<file path="src/rtl/pte_mem_responder_if.sv">
// Walker-side request/response and DRAM-side request/done bundle for the PTE responder.
// The master drives the i_* signals (page walker plus DRAM arbiter); the slave is the responder.
interface pte_mem_responder_if #(
  parameter int ADDR_W = 32
);
  // page walker side
  logic              i_req;
  logic              i_we;
  logic [ADDR_W-1:0] i_addr;
  logic [31:0]       i_wdata;
  logic              i_flush;
  logic              o_busy;
  logic              o_rvalid;
  logic [31:0]       o_rdata;
  // DRAM arbiter side
  logic              o_dram_req;
  logic              o_dram_we;
  logic [ADDR_W-1:0] o_dram_addr;
  logic [31:0]       o_dram_wdata;
  logic              i_dram_done;
  logic [31:0]       i_dram_rdata;

  modport master (
    output i_req, i_we, i_addr, i_wdata, i_flush, i_dram_done, i_dram_rdata,
    input  o_busy, o_rvalid, o_rdata, o_dram_req, o_dram_we, o_dram_addr, o_dram_wdata
  );

  modport slave (
    input  i_req, i_we, i_addr, i_wdata, i_flush, i_dram_done, i_dram_rdata,
    output o_busy, o_rvalid, o_rdata, o_dram_req, o_dram_we, o_dram_addr, o_dram_wdata
  );
endinterface

</file>
<file path="src/rtl/pte_mem_responder.sv">
// PTE responder: direct-mapped write-through PTE cache in front of a one-outstanding DRAM port.
// Hits answer the cycle after the request; misses and write-backs go to DRAM.
module pte_mem_responder #(
  parameter int IDX_W  = 3,
  parameter int ADDR_W = 32
) (
  input logic                CLK,
  input logic                RST,
  pte_mem_responder_if.slave bus
);
  localparam int DEPTH = 1 << IDX_W;
  localparam int TAG_W = ADDR_W - IDX_W - 2;

  typedef enum logic [1:0] {IDLE, RD_MEM, WR_MEM, RESP} state_t;

  typedef struct packed {
    logic             en;
    logic [IDX_W-1:0] idx;
    logic [TAG_W-1:0] tag;
    logic [31:0]      data;
  } cache_wr_t;

  state_t            state_q, state_d;
  logic              busy_q, busy_d;
  logic              rvalid_q, rvalid_d;
  logic [31:0]       rdata_q, rdata_d;
  logic              dreq_q, dreq_d;
  logic              dwe_q, dwe_d;
  logic [ADDR_W-1:0] daddr_q, daddr_d;
  logic [31:0]       dwdata_q, dwdata_d;

  logic [DEPTH-1:0]  valid_q;
  logic [TAG_W-1:0]  tag_q  [DEPTH];
  logic [31:0]       data_q [DEPTH];

  cache_wr_t         cwr;
  logic [IDX_W-1:0]  req_idx;
  logic [TAG_W-1:0]  req_tag;
  logic [ADDR_W-1:0] word_addr;
  logic              hit;
  logic              unused_addr_lo;

  assign req_idx        = bus.i_addr[IDX_W+1:2];
  assign req_tag        = bus.i_addr[ADDR_W-1:IDX_W+2];
  assign word_addr      = {bus.i_addr[ADDR_W-1:2], 2'b00};
  assign unused_addr_lo = ^bus.i_addr[1:0];

  // A flush in the lookup cycle forces a miss even if the entry was valid.
  assign hit = valid_q[req_idx] && (tag_q[req_idx] == req_tag) && !bus.i_flush;

  always_comb begin
    state_d  = state_q;
    busy_d   = busy_q;
    rvalid_d = 1'b0;
    rdata_d  = rdata_q;
    dreq_d   = dreq_q;
    dwe_d    = dwe_q;
    daddr_d  = daddr_q;
    dwdata_d = dwdata_q;
    cwr      = '0;
    unique case (state_q)
      // RESP only marks the rvalid cycle; it accepts requests exactly like IDLE.
      IDLE, RESP: begin
        state_d = IDLE;
        if (bus.i_req) begin
          if (bus.i_we) begin
            cwr.en   = 1'b1;
            cwr.idx  = req_idx;
            cwr.tag  = req_tag;
            cwr.data = bus.i_wdata;
            busy_d   = 1'b1;
            dreq_d   = 1'b1;
            dwe_d    = 1'b1;
            daddr_d  = word_addr;
            dwdata_d = bus.i_wdata;
            state_d  = WR_MEM;
          end else if (hit) begin
            rdata_d  = data_q[req_idx];
            rvalid_d = 1'b1;
            state_d  = RESP;
          end else begin
            busy_d   = 1'b1;
            dreq_d   = 1'b1;
            dwe_d    = 1'b0;
            daddr_d  = word_addr;
            state_d  = RD_MEM;
          end
        end
      end
      RD_MEM: begin
        if (bus.i_dram_done) begin
          rdata_d  = bus.i_dram_rdata;
          cwr.en   = 1'b1;
          cwr.idx  = daddr_q[IDX_W+1:2];
          cwr.tag  = daddr_q[ADDR_W-1:IDX_W+2];
          cwr.data = bus.i_dram_rdata;
          dreq_d   = 1'b0;
          busy_d   = 1'b0;
          rvalid_d = 1'b1;
          state_d  = IDLE;
        end
      end
      WR_MEM: begin
        if (bus.i_dram_done) begin
          dreq_d   = 1'b0;
          busy_d   = 1'b0;
          rvalid_d = 1'b1;
          state_d  = IDLE;
        end
      end
      default: state_d = IDLE;
    endcase
  end

  always_ff @(posedge CLK) begin
    if (RST) begin
      state_q  <= IDLE;
      busy_q   <= 1'b0;
      rvalid_q <= 1'b0;
      rdata_q  <= '0;
      dreq_q   <= 1'b0;
      dwe_q    <= 1'b0;
      daddr_q  <= '0;
      dwdata_q <= '0;
    end else begin
      state_q  <= state_d;
      busy_q   <= busy_d;
      rvalid_q <= rvalid_d;
      rdata_q  <= rdata_d;
      dreq_q   <= dreq_d;
      dwe_q    <= dwe_d;
      daddr_q  <= daddr_d;
      dwdata_q <= dwdata_d;
    end
  end

  // Flush wins over any fill or write landing in the same cycle.
  always_ff @(posedge CLK) begin
    if (RST || bus.i_flush) valid_q <= '0;
    else if (cwr.en)        valid_q[cwr.idx] <= 1'b1;
  end

  always_ff @(posedge CLK) begin
    if (cwr.en && !bus.i_flush) begin
      tag_q[cwr.idx]  <= cwr.tag;
      data_q[cwr.idx] <= cwr.data;
    end
  end

  assign bus.o_busy       = busy_q;
  assign bus.o_rvalid     = rvalid_q;
  assign bus.o_rdata      = rdata_q;
  assign bus.o_dram_req   = dreq_q;
  assign bus.o_dram_we    = dwe_q;
  assign bus.o_dram_addr  = daddr_q;
  assign bus.o_dram_wdata = dwdata_q;
endmodule

</file>
<file path="src/flat_wrapper.sv">
// flat-port wrapper written by rule: the top's interface ports become plain ports
module pte_mem_responder_flat 
#(
  parameter int IDX_W  = 3,
  parameter int ADDR_W = 32
)
  (CLK, RST, bus_i_req, bus_i_we, bus_i_addr, bus_i_wdata, bus_i_flush, bus_i_dram_done, bus_i_dram_rdata, bus_o_busy, bus_o_rvalid, bus_o_rdata, bus_o_dram_req, bus_o_dram_we, bus_o_dram_addr, bus_o_dram_wdata);
  pte_mem_responder_if #(.ADDR_W(ADDR_W)) bus_i ();
  input logic CLK;
  input logic RST;
  input wire logic [$bits(bus_i.i_req)-1:0] bus_i_req;
  input wire logic [$bits(bus_i.i_we)-1:0] bus_i_we;
  input wire logic [$bits(bus_i.i_addr)-1:0] bus_i_addr;
  input wire logic [$bits(bus_i.i_wdata)-1:0] bus_i_wdata;
  input wire logic [$bits(bus_i.i_flush)-1:0] bus_i_flush;
  input wire logic [$bits(bus_i.i_dram_done)-1:0] bus_i_dram_done;
  input wire logic [$bits(bus_i.i_dram_rdata)-1:0] bus_i_dram_rdata;
  output wire logic [$bits(bus_i.o_busy)-1:0] bus_o_busy;
  output wire logic [$bits(bus_i.o_rvalid)-1:0] bus_o_rvalid;
  output wire logic [$bits(bus_i.o_rdata)-1:0] bus_o_rdata;
  output wire logic [$bits(bus_i.o_dram_req)-1:0] bus_o_dram_req;
  output wire logic [$bits(bus_i.o_dram_we)-1:0] bus_o_dram_we;
  output wire logic [$bits(bus_i.o_dram_addr)-1:0] bus_o_dram_addr;
  output wire logic [$bits(bus_i.o_dram_wdata)-1:0] bus_o_dram_wdata;
  assign bus_i.i_req = bus_i_req;
  assign bus_i.i_we = bus_i_we;
  assign bus_i.i_addr = bus_i_addr;
  assign bus_i.i_wdata = bus_i_wdata;
  assign bus_i.i_flush = bus_i_flush;
  assign bus_i.i_dram_done = bus_i_dram_done;
  assign bus_i.i_dram_rdata = bus_i_dram_rdata;
  assign bus_o_busy = bus_i.o_busy;
  assign bus_o_rvalid = bus_i.o_rvalid;
  assign bus_o_rdata = bus_i.o_rdata;
  assign bus_o_dram_req = bus_i.o_dram_req;
  assign bus_o_dram_we = bus_i.o_dram_we;
  assign bus_o_dram_addr = bus_i.o_dram_addr;
  assign bus_o_dram_wdata = bus_i.o_dram_wdata;
  pte_mem_responder #(.IDX_W(IDX_W), .ADDR_W(ADDR_W)) u_core (.CLK(CLK), .RST(RST), .bus(bus_i));
endmodule
</file>
<file path="config.mk">
export PLATFORM = sky130hd
export DESIGN_NAME = pte_mem_responder_flat
export DESIGN_NICKNAME = d
export VERILOG_FILES = /design/src/rtl/pte_mem_responder_if.sv /design/src/rtl/pte_mem_responder.sv /design/src/flat_wrapper.sv
export SDC_FILE = /design/constraint.sdc
export NUM_CORES = 1
export LEC_CHECK = 0
export BUFFER_PORTS_ARGS = -buffer_cell sky130_fd_sc_hd__buf_2
export CORE_ASPECT_RATIO = 2
export CORE_MARGIN = 4
export CORE_UTILIZATION = 46
export DETAILED_ROUTE_END_ITERATION = 8
export GPL_TIMING_DRIVEN = 0
export RECOVER_POWER = 100
export SLEW_MARGIN = 5
export SYNTH_ARGS = -nofsm -noshare
export SYNTH_HDL_FRONTEND = slang
export SYNTH_SLANG_ARGS = --single-unit
</file>
<file path="constraint.sdc">
create_clock -name CLK -period 7.1 [get_ports CLK]
set_input_delay 0.355 -clock CLK [delete_from_list [all_inputs] [get_ports CLK]]
set_output_delay 0.355 -clock CLK [all_outputs]
set_load 0.01 [all_outputs]
</file>
== After elaboration in Yosys (flattened, before gate mapping) ==
Memories as Yosys holds them, arrays and structs flattened.
Index checks and enable logic that the tools add are counted.
Word-level totals
  register bits: 109
  bits in latches: 0
  memories: 2
  memory bits (read-only): 0
  input port bits: 102
  memory bits (writable): 472
  output and inout bits: 100
Memories
  u_core.data_q: depth 8, width 32, rd ports 1, clocked after memory_dff 0, write ports 1, line pte_mem_responder.sv:34  | logic [31:0] data_q [DEPTH];
  u_core.tag_q: depth 8, width 27, rd ports 1, clocked after memory_dff 0, write ports 1, line pte_mem_responder.sv:33  | logic [TAG_W-1:0] tag_q [DEPTH];
Operators by class
  shifts and indexed selects: 0
  eq/ne operators: 11
  mux-type cells: 34
  divide/modulo/power cells: 0
  reductions and logical operators: 14
  add/subtract/negate cells: 0
  magnitude comparators: 3
  multiply operators: 0
  bitwise operators: 1
Operators with widths (number)
  $mux 32: 6
  $mux 63: 3
  $pmux 63 s2: 1
  $pmux 32 s2: 1
  $eq 27x27->1: 1
  $mux 1: 14
  $reduce_and 3->1: 3
  $lt 3x4->1 const B: 2
  $mux 2: 4
  $ne 2x2->1 const B: 4
  $or 8x8->8: 1
  $reduce_and 5->1: 1
  $eq 2x2->1 const B: 2
  $logic_and 1x1->1: 4
  $ne 2x1->1 const B: 2
  $pmux 1 s2: 2
  $pmux 2 s2: 1
  $reduce_or 2->1: 2
  $bmux 1 s3: 1
  $demux 1 s3: 1
  $ge 3x1->1 const B: 1
  $ne 3x3->1 const B: 1
  $eq 2x1->1 const B: 1
  $logic_not 2->1: 1
  3 further kinds: 3

== Depth between registers and ports, before layout ==
  depth in word-level cells: 8
  gate-level depth with buffers: 15
  depth with buffers taken out: 8

== Worst setup path before layout ==
Ideal clock, no wire load.
  path type: input -> register
  start point: input bus_i_addr[2]
  end point: memory u_core.data_q[1][0] (enable)
  data arrival time: 4587 ps
  path buffers: 5
  cell stages on the path: 9
  slack: 2037 ps
  setup time: 476 ps
  cells stage by stage: buf_4 > buf_2 > buf_4 > buf_2 > buf_2 > a22o_1 > nor2b_1 > nand2b_1 > nor2_1
On the way
  longest elaborated chain between the ends: 3
RTL lines
  from (decl): line flat_wrapper.sv:13  | input wire logic [$bits(bus_i.i_addr)-1:0] bus_i_addr;
  $mux 63: line pte_mem_responder.sv:66  | if (bus.i_we) begin
  $mux 63: line pte_mem_responder.sv:65  | if (bus.i_req) begin
  $pmux 63 s2: line pte_mem_responder.sv:61  | unique case (state_q)
  to (decl): line pte_mem_responder.sv:34
Every way passes these cells.

== Final worst setup path ==
  start point: register u_core.state_q[0]
  end point: memory u_core.tag_q[6][20] in the netlist's numbering (enable)
On the way
  longest elaborated chain between the ends: 6
  elaborated cells between the ends (all ways): 8
  classes of those cells: 2 x eq/ne; 3 x mux; 3 x reduce/logical
RTL lines
  from (decl): line pte_mem_responder.sv:23  | state_t state_q, state_d;
  from (signal assigned): line pte_mem_responder.sv:126  | state_q <= state_d;
  $eq 2x2->1 or $logic_not 2->1 (tied branches): line pte_mem_responder.sv:61
  $reduce_or 2->1: line pte_mem_responder.sv:61
  $pmux 63 s2 (*): line pte_mem_responder.sv:61
  $logic_and 1x1->1: line pte_mem_responder.sv:144  | if (cwr.en && !bus.i_flush) begin
  $mux 1: line pte_mem_responder.sv:144
  $mux 1 (implied by the code): line pte_mem_responder.sv:145  | tag_q[cwr.idx] <= cwr.tag;
  to (decl): line pte_mem_responder.sv:33
Every way passes the cells marked *; elsewhere a longest branch is shown, timed or not.

==> flow_summary.json <==
{
  "rrSetupSlack_ns": 1.68,
  "period_share_pct": 76.4,
  "dr.pass1.iters": 5,
  "synthCells": 1562,
  "drive_gt1_share_pct": 17.0,
  "whs_endpoint": "u_core.bus.o_dram_wdata[13]$_SDFFE_PP0P_",
  "setup_viol": 0,
  "leakage_nw": 9.08,
  "track_usage_pct": 24.1,
  "place_congestion": 0.817,
  "syn2layout_area_growth_pct": 14.4,
  "grt_pass1_vias": 15800,
  "num_rows": 118,
  "min_from": "bus_i_wdata[13]",
  "antenna_found_initial": 4,
  "ios": 202,
  "reg2reg_from": "u_core.state_q[0]$_SDFFE_PP0P_",
  "cts_sinks": 579,
  "reg2reg_to": "u_core.tag_q[6][20]$_DFFE_PP_",
  "setup_tns_ns": 0,
  "cts_tree": "built",
  "finalWirelength_microns": 68700,
  "grt_max_degree": 24,
  "dpl.hpwl_microns": 48400,
  "via_count": 14900,
  "cts_buffers": 51,
  "powerDensity_nw_per_um2": 266,
  "finalPower_mw": 7.33,
  "yosys.area.top_type": "edfxtp_1",
  "cts_buffer_depth": 3,
  "path_clk_slew_ns": 0.07,
  "start_util_pct": 46.4,
  "hold_viol_final": 0,
  "yosys_warnings": 0,
  "worst-endpoint-required_ns": 7.39,
  "worstHoldPathCells": 3,
  "h-tree-depth": 2,
  "synth_area_per_cell_sq_um": 15.4,
  "grt_pass1_wl_microns": 101000,
  "coreArea_sq_um": 51800,
  "outcome": "finished, violations left",
  "worst_pin_slew_ns": 2.68,
  "via_per_inst": 5.86,
  "final_util_pct": 53.1,
  "synth-seq-cells": 579,
  "fin_ws_ns": 1.68,
  "critical_path_arrival_ns": 5.71,
  "die-area_sq_um": 56300,
  "startpoint_type": "flip-flop",
  "vdd_ir_drop_max_mv": 0.208,
  "cts_resized": 0,
  "final_max_slew_viol_count": 103,
  "ys_seq_area_share_pct": 67.8,
  "rsz0062_at_grt": "false",
  "synthDominantCellAreaShare_pct": 58.9,
  "slew-limit-headroom_pct": -79.6,
  "stdcell_count": 2543,
  "wl_per_cell_microns": 27.0,
  "numPortBuffers": 194,
  "synth_area_leaders": "edfxtp_1 (59%), dfxtp_1 (8.9%), mux4_2 (7.9%)",
  "drc": 0,
  "fmax_mhz": 184,
  "min_period_ns": 5.42,
  "fp.dieH_microns": 331,
  "worstRegToRegCells": 10,
  "layout_common_cells": "edfxtp_1 (472), nand2_1 (234), clkbuf_1 (198)",
  "postRouteAntennaNets": 0,
  "drt_iter0_drc": 1154,
  "cap_violations": 6,
  "synth_area_sq_um": 24100,
  "final_common_cell": "edfxtp_1",
  "cp_max_fo": 17,
  "ctsRootBufferMaster": "clkbuf_16",
  "place.detailed.instances": 2440,
  "synth_cell_types": 53,
  "worstSetupPathType": "reg -> reg",
  "skew_ns": 0.0255,
  "critPathCaptureType": "flip-flop",
  "fin_nets": 1942,
  "insertion_delay_ns": 0.60,
  "worstHoldPathType": "in -> reg",
  "die_x_microns": 170,
  "place_ws_ns": 2.67,
  "overflow": 0,
  "violations": "max-capacitance violations, max-slew violations"
}
## layout make-up
| type | instances | area, sq um |
|---|---|---|
| timing repair buffer | 222 | 1110 |
| antenna | 2 | 5.00 |
| multi-input combinational | 861 | 6880 |
| clock buffer | 77 | 1530 |
| inverter | 4 | 15.0 |
| clock inverter | 19 | 265 |
| tap | 660 | 826 |
| fill | 4381 | 24300 |
| buffer | 119 | 597 |
| sequential | 579 | 16300 |
## worst max-delay path: stages, from the launching register on
cell	delay [ns]
dfxtp_1	0.35
inv_1	0.06
ha_1	0.42
and3_1	0.19
clkbuf_1	0.72
nor2_1	0.10
nor3_1	0.49
nand2b_1	0.26
nor2_1	1.12
clkbuf_1	1.09
buf_12	0.28
## logic make-up (layout without fill, tap and decap cells)
group | count (synthesis) | count (layout) | synth area share, %
AO/OA/AOI/OAI | 243 | 243 | 7.85
AND/OR/NAND/NOR | 359 | 359 | 6.44
flip-flops | 579 | 579 | 67.8
buffers and inverters | 123 | 441 | 2.78
XOR/XNOR | 26 | 26 | 0.946
multiplexers | 229 | 229 | 14.1
adder cells (fa/ha/maj) | 2 | 2 | 0.104
other | 1 | 4 | 0.0156
## stage by stage
step | instance area [sq um] | hold WS [ns]
after global routing | 27500 | 0.0293
after global placement | 25900 | 0.439
after detailed placement | 26400 | 0.444
after floorplan | 24100 | 0.431
after CTS | 28300 | 0.00476
final | 27500 | 0.0381
## report_power, final
| part | internal (mW) | switching [mW] |
|---|---|---|
| sequential | 3.74 | 0.0399 |
| clock | 1.71 | 1.23 |
| combinational | 0.205 | 0.400 |
## sequential cells by signal, summed over array words and instances, names as in the netlist, 2 cells and up
register and cells:
u_core.data_q 256, u_core.valid_q 8, u_core.bus.o_dram_addr 30, u_core.state_q 2, u_core.tag_q 216, u_core.bus.o_rdata 32, u_core.bus.o_dram_wdata 32
## repair_timing
item / 4_1_cts / 5_1_grt
hold endpoints to repair: 5 / 0
endpoints found under the setup margin: 0 / 0
hold buffers: 5 / 0
buffers inserted: 0 / 0
## cell usage after synthesis, drive strengths merged
cell type / number
mux4: 86
o211ai: 1
nand3: 1
a32oi: 32
clkbuf: 58
or4: 1
edfxtp: 472
a22o: 4
mux2: 6
xnor2: 8
nand4: 34
o311ai: 33
conb: 1
and4b: 1
and3: 4
ha: 2
and2: 5
nor4: 3
o21ai: 36
inv: 4
and2b: 2
a22oi: 48
and4: 4
nor2b: 5
xor2: 18
a221oi: 5
or2: 1
o22ai: 3
nor3: 3
o211a: 1
nor2: 53
a21oi: 79
o31ai: 1
nand2b: 6
mux2i: 137
dfxtp: 107
nand2: 234
buf: 61
or3: 2
## metal layers
layer / vias to the layer above / part of all wire (%) / track usage [%] / wire length, microns
li1: 6632 / - / - / -
met1: 7520 / 36 / 27.4 / 24400
met2: 599 / 54 / 44.4 / 36900
met3: 146 / 6.3 / 3.92 / 4360
met4: 6 / 4.3 / 9.79 / 2940
met5: - / 0.042 / 0 / 29
## how the worst max path moves through the flow
stage,from,endpoint,slack (ns),depth (start not counted)
after floorplan,bus_i_addr[2],u_core.data_q[1][0]$_DFFE_PP_,2.04,9
after global placement,bus_i_addr[2],u_core.tag_q[3][12]$_DFFE_PP_,-1.75,9
after detailed placement,bus_i_addr[2],u_core.tag_q[1][20]$_DFFE_PP_,2.67,10
after CTS,u_core.state_q[0]$_SDFFE_PP0P_,u_core.tag_q[1][20]$_DFFE_PP_,2.96,9
after global routing,u_core.state_q[0]$_SDFFE_PP0P_,u_core.tag_q[6][20]$_DFFE_PP_,1.51,10
final,u_core.state_q[0]$_SDFFE_PP0P_,u_core.tag_q[6][20]$_DFFE_PP_,1.68,10
(Power assumes the default switching activity.)
